[src/rtl/mul_pkg.sv]
// Shared types and helpers for the sequential shift-add multiplier.
// Sized for the widest legal operand so any WIDTH instance can use them.
package mul_pkg;

  typedef enum logic [1:0] {
    IDLE,
    CALC,
    DONE
  } state_t;

  localparam int MAX_WIDTH = 32;
  // Step counter never exceeds WIDTH-1, so the widest legal width bounds it.
  localparam int CNT_W = $clog2(MAX_WIDTH);

  // Magnitude of a width-bit operand; -2^(width-1) maps to 2^(width-1).
  function automatic logic [MAX_WIDTH-1:0] abs_w(input logic [MAX_WIDTH-1:0] value,
                                                 input int width,
                                                 input logic is_signed);
    logic [MAX_WIDTH-1:0] mask;
    mask = (MAX_WIDTH'(1) << width) - MAX_WIDTH'(1);
    if (is_signed && value[width-1])
      return (~value + MAX_WIDTH'(1)) & mask;
    return value & mask;
  endfunction

endpackage

[src/rtl/mul_add_step.sv]
// One shift-add iteration: conditional WIDTH+1-bit add into the upper half
// of the accumulator, then a right shift of {carry, accumulator}.
module mul_add_step #(
  parameter int WIDTH = 8
) (
  input  logic [2*WIDTH-1:0] acc,
  input  logic [WIDTH-1:0]   mcand,
  input  logic               add_en,
  output logic [2*WIDTH-1:0] acc_next
);

  logic [WIDTH:0] sum;

  assign sum = {1'b0, acc[2*WIDTH-1:WIDTH]} + (add_en ? {1'b0, mcand} : '0);
  // The bit shifted out of the low end is consumed and discarded here.
  assign acc_next = (2*WIDTH)'({sum, acc[WIDTH-1:0]} >> 1);

endmodule

[src/rtl/seq_multiplier.sv]
// Handshaked sequential shift-add multiplier, unsigned or two's complement
// per transaction, fixed latency of WIDTH cycles from accept to out_valid.
module seq_multiplier
  import mul_pkg::*;
#(
  parameter int WIDTH = 8
) (
  input  logic               clk,
  input  logic               rst_n,
  input  logic               in_valid,
  output logic               in_ready,
  input  logic [WIDTH-1:0]   a,
  input  logic [WIDTH-1:0]   b,
  input  logic               signed_mode,
  output logic               out_valid,
  input  logic               out_ready,
  output logic [2*WIDTH-1:0] y,
  output logic               busy
);

  state_t             state, state_next;
  logic [2*WIDTH-1:0] acc, acc_next;
  logic [WIDTH-1:0]   mcand, mplier;
  logic [CNT_W-1:0]   cnt;
  logic               neg;
  logic               accept, last_step;

  assign in_ready  = (state == IDLE) || (state == DONE && out_ready);
  assign accept    = in_valid && in_ready;
  assign last_step = (state == CALC) && (cnt == CNT_W'(WIDTH - 1));
  assign busy      = (state == CALC);

  mul_add_step #(.WIDTH(WIDTH)) u_step (
    .acc      (acc),
    .mcand    (mcand),
    .add_en   (mplier[0]),
    .acc_next (acc_next)
  );

  always_ff @(posedge clk or negedge rst_n) begin
    if (!rst_n)
      state <= IDLE;
    else
      state <= state_next;
  end

  always_comb begin
    state_next = state;
    case (state)
      IDLE:    if (in_valid) state_next = CALC;
      CALC:    if (last_step) state_next = DONE;
      DONE:    if (out_ready) state_next = in_valid ? CALC : IDLE;
      default: state_next = IDLE;
    endcase
  end

  // Operands are stored as magnitudes; the sign is reapplied once at the end.
  always_ff @(posedge clk or negedge rst_n) begin
    if (!rst_n) begin
      acc       <= '0;
      mcand     <= '0;
      mplier    <= '0;
      cnt       <= '0;
      neg       <= 1'b0;
      y         <= '0;
      out_valid <= 1'b0;
    end else begin
      if (accept) begin
        mcand  <= WIDTH'(abs_w(MAX_WIDTH'(a), WIDTH, signed_mode));
        mplier <= WIDTH'(abs_w(MAX_WIDTH'(b), WIDTH, signed_mode));
        neg    <= signed_mode & (a[WIDTH-1] ^ b[WIDTH-1]);
        acc    <= '0;
        cnt    <= '0;
      end else if (state == CALC) begin
        acc    <= acc_next;
        mplier <= mplier >> 1;
        cnt    <= cnt + CNT_W'(1);
        if (last_step)
          y <= neg ? -acc_next : acc_next;
      end

      if (last_step)
        out_valid <= 1'b1;
      else if (state == DONE && out_ready)
        out_valid <= 1'b0;
    end
  end

endmodule

[config.mk]
export PLATFORM = sky130hd
export DESIGN_NAME = seq_multiplier
export DESIGN_NICKNAME = d
export VERILOG_FILES = /design/src/rtl/mul_pkg.sv /design/src/rtl/mul_add_step.sv /design/src/rtl/seq_multiplier.sv
export SDC_FILE = /design/constraint.sdc
export NUM_CORES = 1
export LEC_CHECK = 0
export BUFFER_PORTS_ARGS = -buffer_cell sky130_fd_sc_hd__buf_2
export CORE_MARGIN = 2
export CORE_UTILIZATION = 58
export DETAILED_ROUTE_END_ITERATION = 8
export PLACE_DENSITY = 0.8
export SLEW_MARGIN = 30
export SYNTH_ARGS = -nofsm -noshare
export SYNTH_HDL_FRONTEND = slang
export SYNTH_SLANG_ARGS = --single-unit
export TNS_END_PERCENT = 50
[constraint.sdc]
create_clock -name clk -period 3.8 [get_ports clk]
set_clock_uncertainty 0.15 [all_clocks]
set_input_delay 0.76 -clock clk [delete_from_list [all_inputs] [get_ports clk]]
set_output_delay 0.76 -clock clk [all_outputs]
set_load 0.1 [all_outputs]
==> results.py <==
metrics = {
    "floorplanning": {
        "die_w_um": 78.5,
        "boundaryPins": 40,
        "design.core.area_mm2": 0.00544,
        "rows": 27,
        "floorplan.initialDensity": 0.592,
        "fp.dieArea_mm2": 0.00616,
        "fp.dieH_um": 78.5,
    },
    "yosys": {
        "synth_compound_gate_area_share": 0.180,
        "yosysUniqueCellTypes": 52,
        "ys_seq_elements": 56,
        "synthFlopType": "dfrtp_1",
        "synthSimpleGateAreaFrac": 0.209,
        "synthArstFlopShare": 1.00,
        "ys.warnings.count": 0,
        "syn_inst": 358,
        "synth-xor-area-share": 0.0789,
        "synth_top_family_by_area": "simple AND/OR/NAND/NOR gates",
        "synth_edf_count": 0,
        "syn_nets": 392,
        "seq_area_frac_synth": 0.435,
        "synth_mux_area_frac": 0.0124,
        "yosys.area_share.adder": 0.0529,
        "syn-cell-area_mm2": 0.00322,
        "avgSynthCellArea_um2": 8.99,
    },
    "cts": {
        "htree_levels": 2,
        "cts_buffers": 5,
        "cts_hold_buf": 0,
        "post-cts-setup-buffers": 0,
        "insertion_delay_ns": 0.32,
        "path_clk_slew_ns": 0.11,
        "clock_sinks": 56,
        "cts_resized": 0,
        "root_buffer": "clkbuf_8",
        "tritoncts": "yes",
        "clockBufferDepth": 2,
    },
    "timing": {
        "setup_viol": 0,
        "drv_slew": 0,
        "hold_viol": 0,
        "fin_crit_sh": 0.777,
        "maxSlewHeadroom": 0.446,
        "worst_slack_ns": 0.849,
        "tightest_slew_ns": 0.818,
        "finalSetupTns_ns": 0,
        "min_period_ns": 2.95,
        "hold_ws_ns": 0.316,
        "fmaxAchievable_mhz": 339,
        "rsz0062_at_grt": "no",
    },
    "global_route": {
        "antenna_found_initial": 0,
        "grt_pass1_vias": 2457,
        "grt_pass1_wl_um": 11200,
        "grt_max_degree": 38,
        "grt_usage": 0.227,
        "grt_overflow_total": 0,
    },
    "pwr": {
        "vdd_drop_max_mv": 0.522,
        "p_leak_nw": 1.76,
        "internal_power_mw": 1.63,
        "netSwitchingPower_mw": 1.80,
        "power_density_mw_per_mm2": 947,
        "p_total_mw": 3.43,
        "clkPwrFrac": 0.115,
        "netSwitchingFraction": 0.525,
        "comb_power_share": 0.583,
        "seqPwrFrac": 0.302,
    },
    "drt": {
        "drt-initial-drc-count": 126,
        "firstDrtPassIters": 5,
        "final_antenna_net_count": 0,
        "routedWlPerCell_um": 14.0,
        "vias": 2667,
        "drc_errors": 0,
        "via_per_inst": 5.66,
        "wl_um": 6570,
    },
    "flow_run": {
        "max-cap-violations": 0,
    },
    "worst_setup_path": {
        "cp-start-kind": "flip-flop",
        "critPathMaxStageDelay_ns": 0.46,
        "crit_type": "flip-flop to flip-flop",
        "rrSetupSlack_ns": 0.85,
        "r2r_end": "y[15]",
        "r2r_start": "mplier[0]",
        "worstPathCellList": "and2_1 > ha_1 > fa_1 > xnor2_1 > nor4b_4 > o21ai_2 > nor4_1 > mux2i_1 > nand2_1",
        "endpoint_kind": "flip-flop",
        "cp_slowest_cell": "dfrtp_1",
        "worstRegToRegCells": 9,
        "critPathRequiredTime_ns": 3.86,
        "crit_fanout": 9,
        "cp.arrival_ns": 3.01,
    },
    "run_status": {
        "status": "completed",
    },
    "cells_and_area": {
        "num-fill-cells": 433,
        "stdcell_count": 471,
        "fin_util": 0.667,
        "insertedDiodeCount": 0,
        "drive_gt1_frac": 0.160,
        "nets": 432,
        "fin_area_mm2": 0.00363,
        "synthToLayoutAreaGrowth_pct": 12.7,
    },
    "placement": {
        "place.gp.congestion": 0.952,
        "portBuffers": 39,
        "dp_cells": 463,
        "place_ws_ns": 0.871,
        "placed_cell_area_mm2": 0.00351,
        "dp_hpwl_um": 4910,
    },
    "min_path": {
        "hold_class": "primary input to async pin",
    },
}
-- flip-flops by register name, summed over array words and instances, names as in the netlist --
| signal | cells |
|---|---|
| cnt | 5 |
| neg | 1 |
| out_valid | 1 |
| mplier | 8 |
| mcand | 8 |
| acc | 15 |
| state | 2 |
| y | 16 |
-- worst max-delay path: cells and delay by family (launching register included) --
kind / cells / cell delay, ns
xor+xnor: 1 / 0.33
simple gates: 4 / 0.88
flops: 1 / 0.46
compound gates: 1 / 0.13
mux: 1 / 0.23
fa+ha+maj: 2 / 0.65
-- routing by layer --
layer / global-route usage / routed length [µm] / up-vias
li1: - / - / 1338
met2: 0.383 / 3170 / 78
met1: 0.293 / 3000 / 1243
met5: 0 / 0 / -
met4: 0.0614 / 79 / 0
met3: 0.0540 / 317 / 8
-- power by group through the flow --
stage	combinational [mW]	sequential (mW)	clock [mW]
final	2.00	1.04	0.397
after global routing	2.19	1.06	0.429
after CTS	2.00	1.03	0.410
after detailed placement	1.99	1.04	0
after global placement	1.94	1.03	0
after floorplan	1.14	1.49	0
-- placed cells by master (no fill, tap or decap), types with 3 or more instances in the layout --
cell type | Yosys | final
nand2_1 | 59 | 59
dfrtp_1 | 56 | 56
o21ai_0 | 42 | 42
buf_2 | 0 | 39
nand3_1 | 24 | 24
nor2_1 | 19 | 19
xor2_1 | 16 | 16
inv_1 | 13 | 13
xnor2_1 | 13 | 13
ha_1 | 12 | 12
and2_1 | 8 | 8
a21oi_1 | 8 | 8
a22oi_1 | 8 | 8
o31ai_1 | 7 | 7
buf_4 | 0 | 7
clkbuf_8 | 0 | 5
nor3b_1 | 4 | 4
nor2b_1 | 4 | 4
mux2i_1 | 4 | 4
or2_2 | 3 | 3
o21bai_1 | 3 | 3
nor3_1 | 3 | 3
-- cell usage after synthesis (8+ instances only) --
cell | number | area [µm²]
a21oi_1 | 8 | 40.0
a22oi_1 | 8 | 60.1
and2_1 | 8 | 50.1
clkbuf_1 | 12 | 45.0
dfrtp_1 | 56 | 1400
ha_1 | 12 | 150
inv_1 | 13 | 48.8
nand2_1 | 59 | 221
nand3_1 | 24 | 120
nor2_1 | 19 | 71.3
o21ai_0 | 42 | 210
xnor2_1 | 13 | 114
xor2_1 | 16 | 140
-- cell type report --
class,count,area [µm²],area share
clock buffer,5,68.8,0.0190
clock inverter,3,46.3,0.0128
inverter,14,52.6,0.0145
multi-input combinational,275,1720,0.474
sequential,56,1400,0.386
tap,72,90.1,0.0248
timing repair buffer,46,248,0.0683
-- logic make-up after synthesis --
kind of cell | Yosys count
simple gates | 138
mux | 4
flops | 56
buf+inv | 27
xor+xnor | 29
fa+ha+maj | 13
compound gates | 91
-- how the worst max path moves through the flow --
stage / start / to / slack, ns / cells past startpoint
finish: mplier[0] / y[15] / 0.85 / 9
detailed placement: mplier[0] / y[15] / 0.87 / 9
global placement: mplier[0] / y[15] / 0.97 / 9
global route: mplier[0] / y[15] / 0.68 / 9
CTS: mplier[0] / y[15] / 0.86 / 9
floorplan: out_ready / in_ready / 0.84 / 2
No activity file was read; power rests on OpenSTA's default activity.
